`src/rtl/vec_issue_seq_if.sv`:
```
// Control/status bundle between the vector issue sequencer and its requester.
// The master side requests operations; the slave side is the sequencer.
interface vec_issue_seq_if #(
    parameter int IDX_W = 4
);
    logic             start;
    logic             abort;
    logic             en;
    logic [IDX_W-1:0] idx;
    logic             issue_valid;
    logic             last;
    logic             res_valid;
    logic [IDX_W-1:0] res_idx;
    logic             busy;
    logic             done;

    modport master (
        output start, abort,
        input  en, idx, issue_valid, last, res_valid, res_idx, busy, done
    );

    modport slave (
        input  start, abort,
        output en, idx, issue_valid, last, res_valid, res_idx, busy, done
    );
endinterface

```
`src/rtl/vec_issue_seq.sv`:
```
// Issue sequencer for one operation of the 8x8 pipelined vector multiplier:
// issues VEC_LEN indices, tracks them through a PIPE_LAT-deep pipe, pulses done.
module vec_issue_seq #(
    parameter int IDX_W    = 4,
    parameter int VEC_LEN  = 8,
    parameter int PIPE_LAT = 3
) (
    input  logic           clk,
    input  logic           rstn,
    vec_issue_seq_if.slave bus
);
    typedef enum logic [1:0] {S_IDLE, S_ISSUE, S_DRAIN, S_DONE} state_t;

    localparam logic [IDX_W-1:0] LAST_IDX  = IDX_W'(VEC_LEN - 1);
    localparam logic [3:0]       DRAIN_END = 4'(PIPE_LAT - 1);

    state_t           state;
    logic             en_r;
    logic             iv_r;
    logic             last_r;
    logic             busy_r;
    logic             done_r;
    logic [IDX_W-1:0] idx_r;
    logic [3:0]       dcnt;
    // Each stage holds {valid, index}; idle stages carry an all-ones index.
    logic [IDX_W:0]   dl [PIPE_LAT];

    always_ff @(posedge clk or negedge rstn) begin
        if (!rstn) begin
            state  <= S_IDLE;
            en_r   <= 1'b0;
            iv_r   <= 1'b0;
            last_r <= 1'b0;
            busy_r <= 1'b0;
            done_r <= 1'b0;
            idx_r  <= '1;
            dcnt   <= '0;
            for (int unsigned i = 0; i < PIPE_LAT; i++) dl[i] <= {1'b0, {IDX_W{1'b1}}};
        end else if (bus.abort) begin
            state  <= S_IDLE;
            en_r   <= 1'b0;
            iv_r   <= 1'b0;
            last_r <= 1'b0;
            busy_r <= 1'b0;
            done_r <= 1'b0;
            idx_r  <= '1;
            dcnt   <= '0;
            for (int unsigned i = 0; i < PIPE_LAT; i++) dl[i] <= {1'b0, {IDX_W{1'b1}}};
        end else begin
            dl[0] <= {iv_r, idx_r};
            for (int unsigned i = 1; i < PIPE_LAT; i++) dl[i] <= dl[i-1];
            done_r <= 1'b0;
            case (state)
                S_IDLE: begin
                    if (bus.start) begin
                        state  <= S_ISSUE;
                        en_r   <= 1'b1;
                        iv_r   <= 1'b1;
                        busy_r <= 1'b1;
                        idx_r  <= '0;
                        last_r <= (LAST_IDX == '0);
                    end
                end
                S_ISSUE: begin
                    if (last_r) begin
                        state  <= S_DRAIN;
                        en_r   <= 1'b0;
                        iv_r   <= 1'b0;
                        last_r <= 1'b0;
                        idx_r  <= '1;
                        dcnt   <= DRAIN_END;
                    end else begin
                        idx_r  <= idx_r + 1'b1;
                        last_r <= ((idx_r + 1'b1) == LAST_IDX);
                    end
                end
                S_DRAIN: begin
                    // The final result leaves the pipe in the last drain cycle.
                    if (dcnt == '0) begin
                        state  <= S_DONE;
                        done_r <= 1'b1;
                    end else begin
                        dcnt <= dcnt - 1'b1;
                    end
                end
                S_DONE: begin
                    state  <= S_IDLE;
                    busy_r <= 1'b0;
                end
                default: state <= S_IDLE;
            endcase
        end
    end

    assign bus.en          = en_r;
    assign bus.idx         = idx_r;
    assign bus.issue_valid = iv_r;
    assign bus.last        = last_r;
    assign bus.busy        = busy_r;
    assign bus.done        = done_r;
    assign bus.res_valid   = dl[PIPE_LAT-1][IDX_W];
    assign bus.res_idx     = dl[PIPE_LAT-1][IDX_W-1:0];
endmodule
```
`src/flat_wrapper.sv`:
```
// flat-port wrapper written by rule: the top's interface ports become plain ports
module vec_issue_seq_flat 
#(
    parameter int IDX_W    = 4,
    parameter int VEC_LEN  = 8,
    parameter int PIPE_LAT = 3
)
  (clk, rstn, bus_start, bus_abort, bus_en, bus_idx, bus_issue_valid, bus_last, bus_res_valid, bus_res_idx, bus_busy, bus_done);
  vec_issue_seq_if #(.IDX_W(IDX_W)) bus_i ();
  input  logic clk;
  input  logic rstn;
  input wire logic [$bits(bus_i.start)-1:0] bus_start;
  input wire logic [$bits(bus_i.abort)-1:0] bus_abort;
  output wire logic [$bits(bus_i.en)-1:0] bus_en;
  output wire logic [$bits(bus_i.idx)-1:0] bus_idx;
  output wire logic [$bits(bus_i.issue_valid)-1:0] bus_issue_valid;
  output wire logic [$bits(bus_i.last)-1:0] bus_last;
  output wire logic [$bits(bus_i.res_valid)-1:0] bus_res_valid;
  output wire logic [$bits(bus_i.res_idx)-1:0] bus_res_idx;
  output wire logic [$bits(bus_i.busy)-1:0] bus_busy;
  output wire logic [$bits(bus_i.done)-1:0] bus_done;
  assign bus_i.start = bus_start;
  assign bus_i.abort = bus_abort;
  assign bus_en = bus_i.en;
  assign bus_idx = bus_i.idx;
  assign bus_issue_valid = bus_i.issue_valid;
  assign bus_last = bus_i.last;
  assign bus_res_valid = bus_i.res_valid;
  assign bus_res_idx = bus_i.res_idx;
  assign bus_busy = bus_i.busy;
  assign bus_done = bus_i.done;
  vec_issue_seq #(.IDX_W(IDX_W), .VEC_LEN(VEC_LEN), .PIPE_LAT(PIPE_LAT)) u_core (.clk(clk), .rstn(rstn), .bus(bus_i));
endmodule
```
`config.mk`:
```
export PLATFORM = sky130hd
export DESIGN_NAME = vec_issue_seq_flat
export DESIGN_NICKNAME = d
export VERILOG_FILES = /design/src/rtl/vec_issue_seq_if.sv /design/src/rtl/vec_issue_seq.sv /design/src/flat_wrapper.sv
export SDC_FILE = /design/constraint.sdc
export NUM_CORES = 1
export LEC_CHECK = 0
export ABC_AREA = 1
export ABC_CLOCK_PERIOD_IN_PS = 1360
export CORE_MARGIN = 5
export CORE_UTILIZATION = 49
export DETAILED_ROUTE_END_ITERATION = 7
export PLACE_DENSITY_LB_ADDON = 0.15
export SYNTH_ARGS = -nofsm -noshare
export SYNTH_HDL_FRONTEND = slang
export SYNTH_SLANG_ARGS = --single-unit
```
`constraint.sdc`:
```
create_clock -name clk -period 1.36 [get_ports clk]
set_input_delay 0.204 -clock clk [delete_from_list [all_inputs] [get_ports clk]]
set_output_delay 0.204 -clock clk [all_outputs]
set_load 0.01 [all_outputs]
```
; Word-level counts from Yosys, hierarchy flattened
; Cells that the tools add are included.
[op_classes]
add_sub_neg = 2
eq_ne = 8
n_mux = 27
n_reduce_logical = 10
[ops]
columns = cell, n
row1 = 4-bit 2-to-1 mux, 6
row2 = 4-bit case mux with 2 select lines, 2
row3 = 15-bit 2-to-1 mux, 1
row4 = 1-bit 2-to-1 mux, 10
row5 = 3-bit AND reduction, 3
row6 = 3-bit nonzero test, 3
row7 = 2-bit 2-to-1 mux, 4
row8 = 2-bit case mux with 4 select lines, 1
row9 = 3-bit by 2-bit != test with 1-bit output (second input constant), 2
row10 = 3-bit != test (second input constant), 2
row11 = 1-bit case mux with 2 select lines, 3
row12 = 4-bit by 1-bit adder with 4-bit output (second input constant), 1
row13 = 2-bit == test (second input constant), 2
row14 = 4-bit by 3-bit == test with 1-bit output (second input constant), 1
row15 = 4-bit zero test, 1
row16 = 2-bit AND reduction, 2
row17 = 4-bit by 1-bit subtractor with 4-bit output (second input constant), 1
row18 = 2-bit by 1-bit == test with 1-bit output (second input constant), 1
row19 = 2-bit zero test, 1
[totals]
regBits = 29
wordCells = 57

; Longest topological paths before layout
[depth]
depth_word = 5
depth_mapped = 9
mapped_depth_nobuf = 9

; Worst setup path after synthesis
; OpenSTA, ideal clock, no wires.
[synth_timing]
path_type = flip-flop to flip-flop
start = register u_core.state[1]
end = register u_core.dcnt[2]
setup_time_ns = 0.076
arrival_ns = 1.214
t_required_ns = 1.284
setup_slack_ns = 0.070
path_stages_with_launch = 10
period_less_slack_ns = 1.290
cell_sequence = dfrtp_1 > inv_1 > ha_1 > inv_1 > nand2_1 > o21ai_2 > inv_1 > nand2_1 > nand2_1 > o21ai_1
[synth_via]
elab_chain_len = 3
[synth_lines]
columns = item, line
row1 = start: declaration, vec_issue_seq.sv:17  ; state_t state;
row2 = start signal: assignment, vec_issue_seq.sv:30  ; state <= S_IDLE;
row3 = start signal: assignment, vec_issue_seq.sv:40  ; state <= S_IDLE;
row4 = start signal: assignment, vec_issue_seq.sv:56  ; state <= S_ISSUE;
row5 = 2-bit == test or 2-bit by 1-bit == test with 1-bit output (tied branches), vec_issue_seq.sv:53  ; case (state)
row6 = "3-bit != test (no line), or another cell as far along", -
row7 = 3-bit AND reduction (no line) or 4-bit 2-to-1 mux (tied branches), -
row8 = end signal: assignment, vec_issue_seq.sv:83  ; dcnt <= dcnt - 1'b1;
row9 = end: declaration, vec_issue_seq.sv:24  ; logic [3:0] dcnt;
; Several ways; a longest one is shown, not always the timed one.
; A chain may end at the register's enable or synchronous reset.

; Worst setup path after layout
[layout_timing]
start = register u_core.state[0]
end = register u_core.busy_r, in the netlist u_core.bus.busy
[layout_via]
elab_chain_len = 3
[layout_lines]
columns = item, line
row1 = 2-bit == test or 2-bit zero test (tied branches), vec_issue_seq.sv:53
row2 = "1-bit case mux with 2 select lines, or another cell as far along", vec_issue_seq.sv:53
row3 = 1-bit 2-to-1 mux or 2-bit AND reduction (tied branches), -
row4 = end signal: assignment, vec_issue_seq.sv:34  ; busy_r <= 1'b0;
row5 = end signal: assignment, vec_issue_seq.sv:44  ; busy_r <= 1'b0;
row6 = end signal: assignment, vec_issue_seq.sv:59  ; busy_r <= 1'b1;
row7 = end: declaration, vec_issue_seq.sv:21  ; logic busy_r;
; Several ways; a longest one is shown, not always the timed one.

==> impl_metrics.ini <==
[job]
cap_viol_max_count = 0

[timing]
relSlewSlack_pct = 80.6
clock.fmax_ghz = 0.739
finalHoldViolations = 0
report.final.slew_viol_count = 0
tightest_slew_ps = 290
period_share_pct = 99.6
fin_crit_ps = 1350
hold-worst-slack_ps = 230
clock_skew_ps = 3.86
rsz0062_at_grt = yes
finalSetupViolCount = 0

[placement]
io_buffers = 17
place_hpwl_mm = 1.84
place_congestion = 0.867

[cells_and_area]
nets = 201
post-route-util_pct = 69.8
area_growth_pct = 34.3
drive_gt1_share_pct = 46.3
final_cell_mix = nand2_1 (28), buf_4 (22), dfstp_2 (16)
layout_commonest_cell = nand2_1
antennaDiodeCount = 0

[setup_path]
arrival_ps = 1610
r2r_start = u_core.state[0]$_DFFE_PN0P_
start_kind = flop
worst-r2r-setup-slack_ps = 6
cp-end-kind = flop
required_ps = 1620
ff2ff_path_depth = 6
critPathMaxFanout = 3
r2r-end = u_core.bus.busy$_DFFE_PN0P_
worstSetupPathType = reg -> reg

[detailed_routing]
drt-total-wl_mm = 2.88
drc = 0
avgRoutedWirePerCell_um = 13.0
dr.first_iter.drc_count = 77
num_vias = 1069
ant_nets = 0
dr.pass1.iters = 4
viasPerCell = 4.84

[global_routing]
grtUsageMet3_pct = 6.65
met1_usage_pct = 15.9
grt-busiest-layer = met2
track_usage_pct = 15.3
antenna_found_initial = 0
grt_max_degree = 30
grt_pass1_wl_mm = 4.82
grt-ovfl-total = 0
met2_usage_pct = 25.5
grt_pass1_vias = 1100

[logic_synthesis]
netlist_instances = 149
synthTopCellsByArea = dfstp_2 (29%), dfrtp_1 (22%), nand2_1 (8.0%)
synth_top_area_cell = dfstp_2
synth_top_cell_area_share_pct = 29.1
synth-edff-count = 0
yosys_warnings = 0
avgSynthCellArea_um2 = 9.71
seq_area_frac_synth_pct = 51.6
synth_area_mm2 = 0.00145
async_flop_share_pct = 100
synthFlopType = dfstp_2
yosysUniqueCellTypes = 27
syn_nets = 161
synth_seq_cells = 29

[cts]
clock_latency_ps = 320
h-tree-depth = 2
cts-root-buf = clkbuf_4
cts_tree = done
cts_buffers = 5
clockBufferDepth = 2
cts.sinks = 29
clk_pin_slew_ps = 90

[die]
die_x_um = 64.3
core_area_mm2 = 0.00278
dieArea_mm2 = 0.00414
die_y_um = 64.3
initial_core_util_pct = 52.0
num_io_pins = 18
fp-row-count = 19

[worst_hold_path]
hold_class = in -> async

[outcome]
status = completed

[power_and_ir_drop]
power_density_mw_per_mm2 = 1990
worst_ir_drop_vdd_v = 0.00185
p_leak_uw = 0.000929
-- final cells by class --
type | count | area (um^2)
well taps | 31 | 38.8
fillers | 211 | 840
inverters | 21 | 81.3
clock buffers | 7 | 55.1
flip-flops and latches | 29 | 747
multi-input cells | 92 | 661
clock inverters | 1 | 30.0
repair buffers | 40 | 329
-- what timing repair did --
| item | CTS | global route |
|---|---|---|
| buffers inserted | 3 | 3 |
| hold buffers | 0 | 0 |
| pin swaps | 1 | 4 |
| gates resized for setup | 22 | 26 |
| endpoints found under the setup margin | 16 | 17 |
| hold endpoints to repair | 0 | 0 |
-- sequential cells by signal, indices dropped and copies added, names as in the netlist --
name and cells:
u_core.dl 10, u_core.bus.res_idx 4, u_core.bus.en 1, u_core.bus.res_valid 1, u_core.state 2, u_core.dcnt 4, u_core.bus.idx 4, u_core.bus.done 1
u_core.bus.last 1, u_core.bus.busy 1
-- worst max-delay path by stage --
stage,start,depth (start not counted),slack (ps),endpoint
after global placement,bus_abort,8,-190,u_core.dcnt[2]$_DFFE_PN0P_
after detailed placement,bus_abort,8,-240,u_core.dcnt[2]$_DFFE_PN0P_
after global routing,u_core.state[0]$_DFFE_PN0P_,6,-80,u_core.bus.busy$_DFFE_PN0P_
final,u_core.state[0]$_DFFE_PN0P_,6,6,u_core.bus.busy$_DFFE_PN0P_
after CTS,u_core.state[0]$_DFFE_PN0P_,8,4,u_core.dcnt[2]$_DFFE_PN0P_
after floorplan,u_core.state[1]$_DFFE_PN0P_,9,70,u_core.dcnt[2]$_DFFE_PN0P_
-- through the flow --
| step | area (um^2) | setup slack (ps) | setup TNS (ps) | total power (uW) | std cells |
|---|---|---|---|---|---|
| final | 1940 | 5.91 | 0 | 3860 | 221 |
| after global routing | 1940 | -78.4 | -316 | 4190 | 221 |
| after CTS | 1840 | 3.92 | 0 | 3590 | 218 |
| after detailed placement | 1740 | -243 | -2060 | 2860 | 207 |
| after global placement | 1740 | -190 | -1550 | 2810 | 207 |
| after floorplan | 1450 | 70.1 | 0 | 2270 | 149 |
-- report_power, final --
part / total [uW] / leakage [uW] / switching, uW / internal, uW
Combinational: 1780 / 0.000543 / 975 / 809
Sequential: 1340 / 0.000341 / 165 / 1180
Clock: 731 / 0.0000455 / 292 / 439
-- Yosys cell counts, types with 2 or more instances --
library cell and n:
dfrtp_1 13, nand3_1 6, nor2_4 2, o21ai_2 7
inv_1 17, buf_4 5, or2_1 6, or2_2 3
nor2_1 10, nand2_1 31, o21ai_1 5, inv_2 3
ha_1 8, o21ai_0 3, nand3_2 2, nand2_4 2
dfstp_2 16
-- routing by layer --
| layer | vias to the layer above | part of all wire [%] |
|---|---|---|
| met5 | - | 0 |
| met4 | 0 | 2.7 |
| met3 | 8 | 4.6 |
| met2 | 19 | 52 |
| met1 | 506 | 41 |
| li1 | 536 | - |
-- cell families (layout without fill, tap and decap cells) --
| logic type | count (synthesis) | in the layout | synth area share [%] |
|---|---|---|---|
| DFF | 29 | 29 | 51.6 |
| xor gates and xnor gates | 1 | 1 | 0.606 |
| AOI/OAI and AO/OA | 18 | 18 | 8.30 |
| and+or+nand+nor | 65 | 65 | 23.4 |
| buffers and inverters | 28 | 69 | 9.26 |
| adders and majority gates | 8 | 8 | 6.92 |
-- critical path, stage by stage (launching register included) --
cell	delay, ps
dfrtp_2	450
buf_4	140
buf_4	130
ha_2	190
o31ai_1	230
nand2_1	80
o21ai_1	80
No activity file was read; power rests on OpenSTA's default activity.
